[src/rtl/pwm_time_base.sv]
// Timer time base: prescaler, up/down/center-aligned auto-reload counter, update events
// and UEV-loaded shadow registers feeding the downstream pwm_comparator stage.
module pwm_time_base #(
  parameter int CNT_WIDTH = 16,
  parameter int PSC_WIDTH = 16
) (
  input  logic                 clk_i,
  input  logic                 rst_i,
  input  logic                 en_i,
  input  logic [1:0]           mode_i,
  input  logic [PSC_WIDTH-1:0] psc_i,
  input  logic [CNT_WIDTH-1:0] arr_i,
  input  logic                 arpe_i,
  input  logic [CNT_WIDTH-1:0] cmp_start_i,
  input  logic [CNT_WIDTH-1:0] cmp_end_i,
  input  logic                 ug_i,
  output logic [CNT_WIDTH-1:0] cnt_o,
  output logic [CNT_WIDTH-1:0] cmp_start_o,
  output logic [CNT_WIDTH-1:0] cmp_end_o,
  output logic                 dir_o,
  output logic                 psc_tick_o,
  output logic                 uev_o,
  output logic                 ovf_o,
  output logic                 unf_o
);

  typedef enum logic [1:0] {
    MODE_UP     = 2'b00,
    MODE_DOWN   = 2'b01,
    MODE_CENTER = 2'b10,
    MODE_UP_ALT = 2'b11
  } mode_t;

  localparam logic [CNT_WIDTH-1:0] CNT_ONE = CNT_WIDTH'(1);
  localparam logic [PSC_WIDTH-1:0] PSC_ONE = PSC_WIDTH'(1);

  logic [PSC_WIDTH-1:0] psc_cnt;
  logic [PSC_WIDTH-1:0] psc_shadow;
  logic [CNT_WIDTH-1:0] arr_shadow;
  mode_t                mode_shadow;

  logic                 tick;
  logic [PSC_WIDTH-1:0] psc_next;
  logic [CNT_WIDTH-1:0] arr_act;
  logic [CNT_WIDTH-1:0] cnt_next;
  logic                 dir_next;
  logic                 ovf_next;
  logic                 unf_next;
  logic                 uev_next;

  assign arr_act = arpe_i ? arr_shadow : arr_i;

  // Next-state for prescaler and counter; flags are evaluated with the
  // shadows currently in force, so a reload only affects the following tick.
  always_comb begin
    tick     = en_i && (psc_cnt == psc_shadow);
    psc_next = psc_cnt;
    cnt_next = cnt_o;
    dir_next = dir_o;
    ovf_next = 1'b0;
    unf_next = 1'b0;
    if (en_i) begin
      psc_next = tick ? '0 : psc_cnt + PSC_ONE;
    end
    if (tick) begin
      case (mode_shadow)
        MODE_DOWN: begin
          dir_next = 1'b1;
          if (cnt_o == '0) begin
            cnt_next = arr_act;
            unf_next = 1'b1;
          end else begin
            cnt_next = cnt_o - CNT_ONE;
          end
        end
        MODE_CENTER: begin
          if (arr_act == '0) begin
            cnt_next = '0;
            dir_next = 1'b0;
            ovf_next = 1'b1;
          end else if (!dir_o) begin
            if (cnt_o >= arr_act) begin
              dir_next = 1'b1;
              cnt_next = cnt_o - CNT_ONE;
              ovf_next = 1'b1;
            end else begin
              cnt_next = cnt_o + CNT_ONE;
            end
          end else if (cnt_o == '0) begin
            dir_next = 1'b0;
            cnt_next = cnt_o + CNT_ONE;
            unf_next = 1'b1;
          end else begin
            cnt_next = cnt_o - CNT_ONE;
          end
        end
        default: begin
          dir_next = 1'b0;
          if (cnt_o >= arr_act) begin
            cnt_next = '0;
            ovf_next = 1'b1;
          end else begin
            cnt_next = cnt_o + CNT_ONE;
          end
        end
      endcase
    end
    uev_next = ovf_next | unf_next;
  end

  always_ff @(posedge clk_i) begin
    if (rst_i) begin
      psc_cnt     <= '0;
      psc_shadow  <= '0;
      arr_shadow  <= '0;
      mode_shadow <= MODE_UP;
      cnt_o       <= '0;
      cmp_start_o <= '0;
      cmp_end_o   <= '0;
      dir_o       <= 1'b0;
      psc_tick_o  <= 1'b0;
      uev_o       <= 1'b0;
      ovf_o       <= 1'b0;
      unf_o       <= 1'b0;
    end else if (ug_i) begin
      // Software update: restart the period from scratch, dropping any tick.
      psc_cnt     <= '0;
      psc_shadow  <= psc_i;
      arr_shadow  <= arr_i;
      mode_shadow <= mode_t'(mode_i);
      cmp_start_o <= cmp_start_i;
      cmp_end_o   <= cmp_end_i;
      dir_o       <= 1'b0;
      cnt_o       <= (mode_t'(mode_i) == MODE_DOWN) ? arr_i : '0;
      psc_tick_o  <= 1'b0;
      uev_o       <= 1'b1;
      ovf_o       <= 1'b0;
      unf_o       <= 1'b0;
    end else begin
      psc_cnt    <= psc_next;
      cnt_o      <= cnt_next;
      dir_o      <= dir_next;
      psc_tick_o <= tick;
      uev_o      <= uev_next;
      ovf_o      <= ovf_next;
      unf_o      <= unf_next;
      if (uev_next) begin
        psc_shadow  <= psc_i;
        arr_shadow  <= arr_i;
        mode_shadow <= mode_t'(mode_i);
        cmp_start_o <= cmp_start_i;
        cmp_end_o   <= cmp_end_i;
      end
    end
  end

endmodule

[config.mk]
export PLATFORM = sky130hd
export DESIGN_NAME = pwm_time_base
export DESIGN_NICKNAME = d
export VERILOG_FILES = /design/src/rtl/pwm_time_base.sv
export SDC_FILE = /design/constraint.sdc
export NUM_CORES = 1
export LEC_CHECK = 0
export BUFFER_PORTS_ARGS = -buffer_cell sky130_fd_sc_hd__buf_2
export CAP_MARGIN = 30
export CORE_UTILIZATION = 45
export DETAILED_ROUTE_END_ITERATION = 12
export GPL_TIMING_DRIVEN = 0
export PLACE_DENSITY = 0.66
export SLEW_MARGIN = 20
export SYNTH_ARGS = -nofsm -noshare
export SYNTH_HDL_FRONTEND = slang
export SYNTH_SLANG_ARGS = --single-unit
[constraint.sdc]
create_clock -name clk_i -period 8.61 [get_ports clk_i]
set_clock_uncertainty 0.1 [all_clocks]
set_input_delay 0.861 -clock clk_i [delete_from_list [all_inputs] [get_ports clk_i]]
set_output_delay 0.861 -clock clk_i [all_outputs]
set_load 0.005 [all_outputs]
# Word level (Yosys, flattened, before mapping)
# Index checks and enable logic that the tools add are counted.
[classes] add_sub_neg=3 magnitude_cmp=1 eq_ne=4 mux=37 n_bitwise=1 reduce_logical=6
[op_table] op="16-bit 2-to-1 mux" count=19
[op_table] op="16-bit by 1-bit adder with 16-bit output (second input constant)" count=2
[op_table] op="16-bit logical NOT" count=2
[op_table] op="16-bit one-hot mux with 2 select lines" count=1
[op_table] op="16-bit == test" count=1
[op_table] op="16-bit >= comparator" count=1
[op_table] op="16-bit by 1-bit subtractor with 16-bit output (second input constant)" count=1
[op_table] op="1-bit 2-to-1 mux" count=12
[op_table] op="1-bit one-hot mux with 2 select lines" count=3
[op_table] op="2-bit by 1-bit == test with 1-bit output (second input constant)" count=2
[op_table] op="2-bit 2-to-1 mux" count=2
[op_table] op="2-bit nonzero test" count=2
[op_table] op="2-bit == test (second input constant)" count=1
[op_table] op="2-bit OR reduction" count=1
[op_table] op="1-bit logical AND" count=1
[op_table] op="1-bit OR" count=1
[totals] regBits=103 inputBits=71 word_cells=64

# Depth between registers and ports, before layout
# Gate-level depths: netlist of the first run.
[logic_depth] ltp_word=10 depth_mapped=14

# Worst setup path after synthesis of the first run
# Ideal clock, no wire load.
[synth_path] path_type="input to register" startpoint="in arpe_i" endpoint="reg cmp_end_o[10]" setup_ns=0.142 t_arrival_ns=3.430 t_required_ns=8.368 setup_slack_ns=4.938 path_stages=14 cell_sequence="buf_6 > buf_1 > mux2i_1 > ha_1 > nand4_1 > nor3_1 > a32oi_1 > a32oi_1 > a31oi_4 > a31o_2 > buf_6 > buf_8 > nand2_2 > a21oi_2"
[synth_via] elab_chain_cells=9 elab_cells_between_ends=13 classes_between="1 x order compare; 9 x mux; 1 x bitwise; 2 x reduce/logical"
[synth_rtl] item="start, declared" line="13" source="input logic arpe_i,"
[synth_rtl] item="16-bit 2-to-1 mux (*)" line="51" source="assign arr_act = arpe_i ? arr_shadow : arr_i;"
[synth_rtl] item="16-bit >= comparator" line="82, 99"
[synth_rtl] item="1-bit 2-to-1 mux" line="82, 99"
[synth_rtl] item="1-bit 2-to-1 mux" line="81" source="end else if (!dir_o) begin"
[synth_rtl] item="1-bit 2-to-1 mux" line="77" source="if (arr_act == '0) begin"
[synth_rtl] item="1-bit one-hot mux with 2 select lines" line="66" source="case (mode_shadow)"
[synth_rtl] item="1-bit 2-to-1 mux" line="65" source="if (tick) begin"
[synth_rtl] item="1-bit OR (*)" line="108" source="uev_next = ovf_next | unf_next;"
[synth_rtl] item="2-bit nonzero test (no line) (*)"
[synth_rtl] item="end signal, assigned" line="132" source="cmp_end_o <= cmp_end_i;"
[synth_rtl] item="end signal, assigned" line="152" source="cmp_end_o <= cmp_end_i;"
[synth_rtl] item="end, declared" line="19" source="output logic [CNT_WIDTH-1:0] cmp_end_o,"
# Every way passes the cells marked *; elsewhere a longest branch is shown, timed or not.
# A chain may end at the register's enable or synchronous reset.

# Worst setup path in the final report of the first run
[layout_path] startpoint="in arpe_i" endpoint="reg cmp_end_o[11]"
# The elaborated chain is that of the path after synthesis.

==> impl_results.md, run 1 <==
* Post-Syn Area at approximately 0.0058 sq mm
* Synth Register Bits at approximately 100
* Gr ovfl total at 0
* TritonCTS clock tree: done
* Reg2Reg Launch Point: cnt_o[0]
* Initial Util at 0.461
* Antenna diodes at 0
* Placement Setup Slack at 4.22 ns
* Initial DRC Count at 429
* Worst path arrival time at 4.28 ns
* First-pass iteration count of the detailed router at 5
* Syn Area/Cell at 7.79 sq um
* Clock root buffer: clkbuf_16
* Die width at roughly 120 um
* Max-cap violation count at 0
* R2r setup slk at between 5 and 6 ns
* WHS at 0.352 ns
* Worst-margin pin slew at 0.718 ns
* Hold Path End: cmp_end_o[15]
* Setup TNS at 0 ns
* Post-CTS setup buffer count at 0
* Post-Syn Nets at 836
* Total Power at 1.26 mW
* Net count, final at 969
* Antenna Nets Post-Route at 0
* Post-DP HPWL at 13400 um
* Cell area after layout at 0.00693 sq mm
* Yosys cell types at 55
* Vias in the first global route at 5256
* Clock Sinks at 103
* Number of hold violations in the final report at 0
* Final WL at about 18000 um
* Cell Area, Placed at 0.00662 sq mm
* Clock Tree Buf Depth at 2
* Post-synth EDFFs at 0
* Share of cells above drive strength 1 at 0.219
* Residual DRC at 0
* Die area at 0.0133 sq mm
* Post-synth ARST share at 0
* CTS Hold Bufs at 0
* CP Data Required Time at 8.73 ns
* Core Region at 0.0126 sq mm
* Largest net degree at the start of global routing at 19
* Row cnt at 41
* Maximum vdd ir drop at 0.0957 mV
* Slew HR at 0.521
* Lkg Pwr at 2.95 nW
* Setup Viol. Count Final at 0
* Sequential element share of the synthesized area at 0.356
* # H-tree levels at 3
* R2r endpoint: cnt_o[14]
* Status: completed
* Vias per cell at 5.44
* RSZ-0062 raised after global routing: false
* Number of port buffers at 121
* Initial antenna violation count at 0
* CTS resizes at 0
* Hold Crit Start: cmp_end_o[15]
* Final Critical Period at 4.16 ns
* First-pass GRT wire length at between 20000 and 30000 um
* I/O pins at 124
* Period utilisation layout at 0.483
* Final GP Congestion at about 0.94
* Crit Path Category: in -> reg
* Worst-path clk slew at 0.07 ns
* Crit path max fanout at 10
* Worst hold path type: reg -> reg
* YS warnings at 0
* GRT Total Usage at 0.269
* Main synth FF type: dfxtp_1
* Final Max Slew Viols at 0
* Drt wl/cell at around 17 um
* Die Ht at approximately 120 um
* Crit start category: input pin
* Layout Area Growth over Synthesis at 19.5%
* Setup ws final at 4.45 ns
* Peak Freq at 0.241 GHz
* Worst-Skew Late Latency at 0.36 ns
* Power per Cell Area at 182 mW/mm^2
* Critical Path End Type: flop
* Detailed-route via count at roughly 5700
* WHS Path Cells at 2
* R2R depth at 11
* Mapped Cells at roughly 740
* CTS buffer count at 9
==> worst max-delay path, stage by stage <==
cell	delay [ns]
buf_2	0.10
buf_6	0.15
buf_1	0.56
mux2i_1	0.48
ha_1	0.22
nand4_1	0.10
nor3_1	0.41
a32oi_1	0.23
a32oi_1	0.34
a31oi_4	0.08
a31o_2	0.30
buf_6	0.16
buf_8	0.15
nand2_2	0.07
a21oi_2	0.05
==> worst max path at each step <==
stage | start | to | slack [ns]
final | arpe_i | cmp_end_o[11] | 4.45
after CTS | arpe_i | cmp_end_o[11] | 4.55
after floorplan | arpe_i | cmp_end_o[10] | 4.94
after detailed placement | arpe_i | cmp_end_o[13] | 4.22
after global routing | arpe_i | cnt_o[5] | 4.25
after global placement | arpe_i | cmp_start_o[4] | 4.23
==> stage by stage <==
step / utilization / std cells
2_1_floorplan: - / 744
3_3_place_gp: 0.527 / 1037
3_5_place_dp: 0.527 / 1037
4_1_cts: 0.551 / 1052
5_1_grt: 0.552 / 1053
6_report: 0.552 / 1053
==> cell usage in the layout (no fill, tap or decap), types with 13 or more instances in the layout <==
master    count
a21oi_1      90
buf_2       132
clkbuf_1     24
dfxtp_1     103
ha_1         21
inv_1        13
mux2i_1      15
nand2_1     174
nand3_1      13
nor2_1       54
nor3_1       14
o21ai_0      27
xnor2_1      20
xor2_1       35
==> layer usage <==
layer	vias up	GRT usage	wire [um]
met5	-	0	0
met4	0	0.106	510
met3	33	0.0518	1110
met2	205	0.448	8530
met1	2666	0.343	7410
li1	2820	-	-
==> logic make-up (layout without fill, tap and decap cells) <==
group,Yosys count,count (layout),share of synthesized area
AO/OA/AOI/OAI,174,174,0.189
XOR/XNOR,55,55,0.0831
adder cells (fa/ha/maj),21,21,0.0453
buffers and inverters,61,198,0.0567
flip-flops,103,103,0.356
multiplexers,16,16,0.0278
AND/OR/NAND/NOR,314,314,0.242
==> where the power goes <==
group	switching [mW]	total, mW	leakage [nW]	internal [mW]
combinational	0.184	0.305	1.97	0.121
clock	0.199	0.428	0.145	0.229
sequential	0.0232	0.529	0.840	0.506
total	0.406	1.26	2.95	0.856
==> state kept, by name, indices dropped and copies added, names as in the netlist, 2 cells and up <==
| signal | flops |
|---|---|
| cmp_start_o | 16 |
| mode_shadow | 2 |
| arr_shadow | 16 |
| psc_cnt | 16 |
| psc_shadow | 16 |
| cmp_end_o | 16 |
| cnt_o | 16 |
==> layout make-up <==
cell class	instances	area (sq um)
inverter	13	48.8
fill	1221	5640
clock inverter	6	80.1
multi-input combinational	580	3410
clock buffer	9	225
timing repair buffer	122	613
tap	172	215
buffer	48	280
sequential	103	2060
==> synthesized netlist by cell type (3+ instances only) <==
cell | n | area, sq um
a21oi_1 | 90 | 450
xor2_1 | 35 | 307
xnor2_1 | 20 | 175
nor3_1 | 14 | 70.1
o31a_1 | 10 | 87.6
nand2_1 | 174 | 653
o31ai_1 | 3 | 22.5
inv_1 | 13 | 48.8
dfxtp_1 | 103 | 2060
and3_1 | 7 | 43.8
nand4_1 | 10 | 62.6
buf_6 | 9 | 101
buf_2 | 11 | 55.1
nand2_2 | 10 | 62.6
and2_1 | 4 | 25.0
nor4_1 | 10 | 62.6
clkbuf_1 | 24 | 90.1
nand3_1 | 13 | 65.1
ha_1 | 21 | 263
nor2_1 | 54 | 203
o211ai_1 | 6 | 45.0
o22ai_1 | 4 | 25.0
mux2i_1 | 15 | 150
nand2b_1 | 5 | 31.3
o21a_1 | 4 | 30.0
o21ai_0 | 27 | 135
a21oi_2 | 9 | 78.8
a221oi_1 | 4 | 35.0
(Power assumes the default switching activity.)
==> run 2: changes to the inputs <==
ABC_AREA = 1   (was default)
PLACE_DENSITY = 0.67   (was 0.66)
clock period = 3.4 ns   (was 8.61 ns; I/O delays follow)
==> impl_results.md, run 2 <==
* Clock Sinks at 103 (unchanged)
* YS warnings at 0 (unchanged)
* First-pass GRT wire length at 36100 um (+33%)
* Worst-path clk slew at 0.08 ns (about the same)
* CP Cell Sequence: inv_1 > ha_1 > nand4_1 > nor2_1 > nand4_1 > inv_2 > buf_2 > nand2_1 > o211ai_1 > nand3_1 > nand3_1 > nand3_1 > nand2_1 > inv_1
* Crit Path Category: reg -> reg
* Final GP Congestion at 0.927 (-1.7%)
* Die width at 125 um (+8.4%)
* Most common cell after layout, fill and taps aside: nand2_1
* Top post-synthesis cells by count: nand2_1 (267), inv_1 (141), nand3_1 (140)
* Synth Register Bits at 103 (unchanged)
* Peak Freq at 0.312 GHz
* Vias per cell at 5.29 (-2.6%)
* Detailed-route via count at 7700 (+35%)
* Crit path largest cell delay at 0.52 ns (-0.04 ns)
* Gr ovfl total at 0 (unchanged)
* Cell area after layout at 0.00802 sq mm (+16%)
* CP top delay family: simple AND/OR/NAND/NOR gates
* Cell repeated most along the worst path: nand3_1
* Lkg Pwr at 3.96 nW (+34%)
* Commonest cells after routing, fill and taps aside: nand2_1 (266), inv_1 (140), nand3_1 (139), nor2_1 (138), buf_2 (130)
* Layout Area Growth over Synthesis at 17.5%
* Clock Tree Buf Depth at 2 (unchanged)
* Crit path max fanout at 10 (unchanged)
* Sequential element share of the synthesized area at 0.302 (-0.0536)
* Post-Place Cells at 1438 (+39%)
* Leading area contributor after synthesis: dfxtp_1
* Critical-path top delay cell: nand4_1
* Total Power at 3.15 mW (+150%)
* Net count, final at 1358 (+40%)
* Final std cells w/o fill at 1455 (+38%)
* Crit path buf inv count at 4 (-1)
* Antenna diodes at 0 (unchanged)
* Number of hold violations in the final report at 0 (unchanged)
* CTS Hold Bufs at 0 (unchanged)
* Largest net degree at the start of global routing at 17 (-2)
* Core Region at 0.0146 sq mm (+17%)
* Main synth FF type: dfxtp_1
* Post-Syn Area at 0.00683 sq mm (+18%)
* CP Data Required Time at 3.56 ns (-5.17 ns)
* Power per Cell Area at 392 mW/mm^2 (+120%)
* Row cnt at 44 (+7.3%)
* Post-Syn Nets at 1224 (+46%)
* Clock root buffer: clkbuf_16
* Syn Area/Cell at 6.03 sq um (-23%)
* RSZ-0062 raised after global routing: false
* Crit start category: flop
* Final Util at 0.548 (-0.00369)
* Number of port buffers at 122 (+0.83%)
* Synth top area share at 0.302 (-0.0536)
* Yosys cell types at 27 (-51%)
* Antenna Nets Post-Route at 0 (unchanged)
* Maximum vdd ir drop at 0.315 mV (+230%)
* # H-tree levels at 3 (unchanged)
* Initial Util at 0.466 (+0.00483)
* Vias in the first global route at 7073 (+35%)
* Worst hold path type: in -> reg
* Post-DP HPWL at 16700 um (+25%)
* Final WL at 22100 um (+26%)
* Die Ht at 125 um (+8.4%)
* Drt wl/cell at 15.2 um (-8.8%)
* I/O pins at 124 (unchanged)
* Initial DRC Count at 656 (+53%)
* Reg2Reg Launch Point: cnt_o[0]
* Top post-synthesis cells by area: dfxtp_1 (30%), nand2_1 (15%), nand3_1 (10%)
* TritonCTS clock tree: done
* Final Critical Period at 3.20 ns
* Die area at 0.0157 sq mm (+17%)
* Hold Crit Start: rst_i
* Critical Path End Type: flop
* CTS buffer count at 9 (unchanged)
* Worst-Skew Late Latency at 0.36 ns (about the same)
* Worst path arrival time at 3.36 ns (-0.92 ns)
* Setup Viol. Count Final at 0 (unchanged)
* Initial antenna violation count at 0 (unchanged)
* Mapped Cells at 1132 (+52%)
* Period utilisation layout at 0.941
* Max-cap violation count at 0 (unchanged)
* First-pass iteration count of the detailed router at 7 (+2)
* Worst-margin pin slew at 0.931 ns (+0.213 ns)
* Share of cells above drive strength 1 at 0.145 (-0.0743)
* Final Max Slew Viols at 0 (unchanged)
* GRT Total Usage at 0.288 (+0.0187)
* Most frequent cell after synthesis: nand2_1
* Residual DRC at 0 (unchanged)
* Cell Area, Placed at 0.00767 sq mm (+16%)
* Status: completed
* Post-synth EDFFs at 0 (unchanged)
* Slew HR at 0.378 (-0.143)
* Crit path launch: cnt_o[0]
* Post-synth ARST share at 0 (unchanged)
-- run 2: layout make-up --
cell class / count / area (sq um)
Fill cell: 1549 / 6620
Multi-Input combinational cell: 820 / 3960
Sequential cell: 103 / 2060
Timing Repair Buffer: 123 / 618
Inverter: 143 / 539
Buffer: 66 / 334
Clock buffer: 11 / 243
Tap cell: 184 / 230
Clock inverter: 5 / 33.8
-- run 2: logic make-up after synthesis --
logic type,count (synthesis),synth area share
fa+ha+maj,21,0.0385
flops,103,0.302
simple gates,592,0.366
compound gates,182,0.139
xor+xnor,25,0.0321
buf+inv,209,0.123
-- run 2: repair_timing --
item	4_1_cts	5_1_grt
gates resized for setup	5	35
setup buffers	0	1
setup endpoints to repair	68	76
pin swaps	0	1
-- run 2: worst paths after layout --
path,to,slack [ns],depth (start not counted)
setup / recovery,cnt_o[15],0.20,14
hold / removal,uev_o,0.06,2
setup reg to reg,cnt_o[15],0.20,14
hold reg to reg,psc_cnt[3],0.43,2
-- run 2: routing by layer --
layer / GRT usage / up-vias / share of wire
li1: - / 3916 / -
met1: 0.409 / 3476 / 0.47
met2: 0.441 / 282 / 0.44
met3: 0.0599 / 26 / 0.081
met4: 0.0739 / 0 / 0.016
met5: 0 / - / 0
-- run 2: stage by stage --
stage | setup WS [ns] | setup TNS [ns] | hold WS, ns
floorplan | 0.601 | 0 | 0.309
global placement | -0.496 | -32.25 | 0.415
detailed placement | -0.607 | -39.78 | 0.420
CTS | 0.0144 | 0 | 0.0535
global route | 0.000648 | 0 | 0.0533
finish | 0.199 | 0 | 0.0634
-- run 2: report_power, final --
part           internal (mW)  switching (mW)
sequential              1.28          0.0526
combinational          0.292           0.522
clock                  0.517           0.486
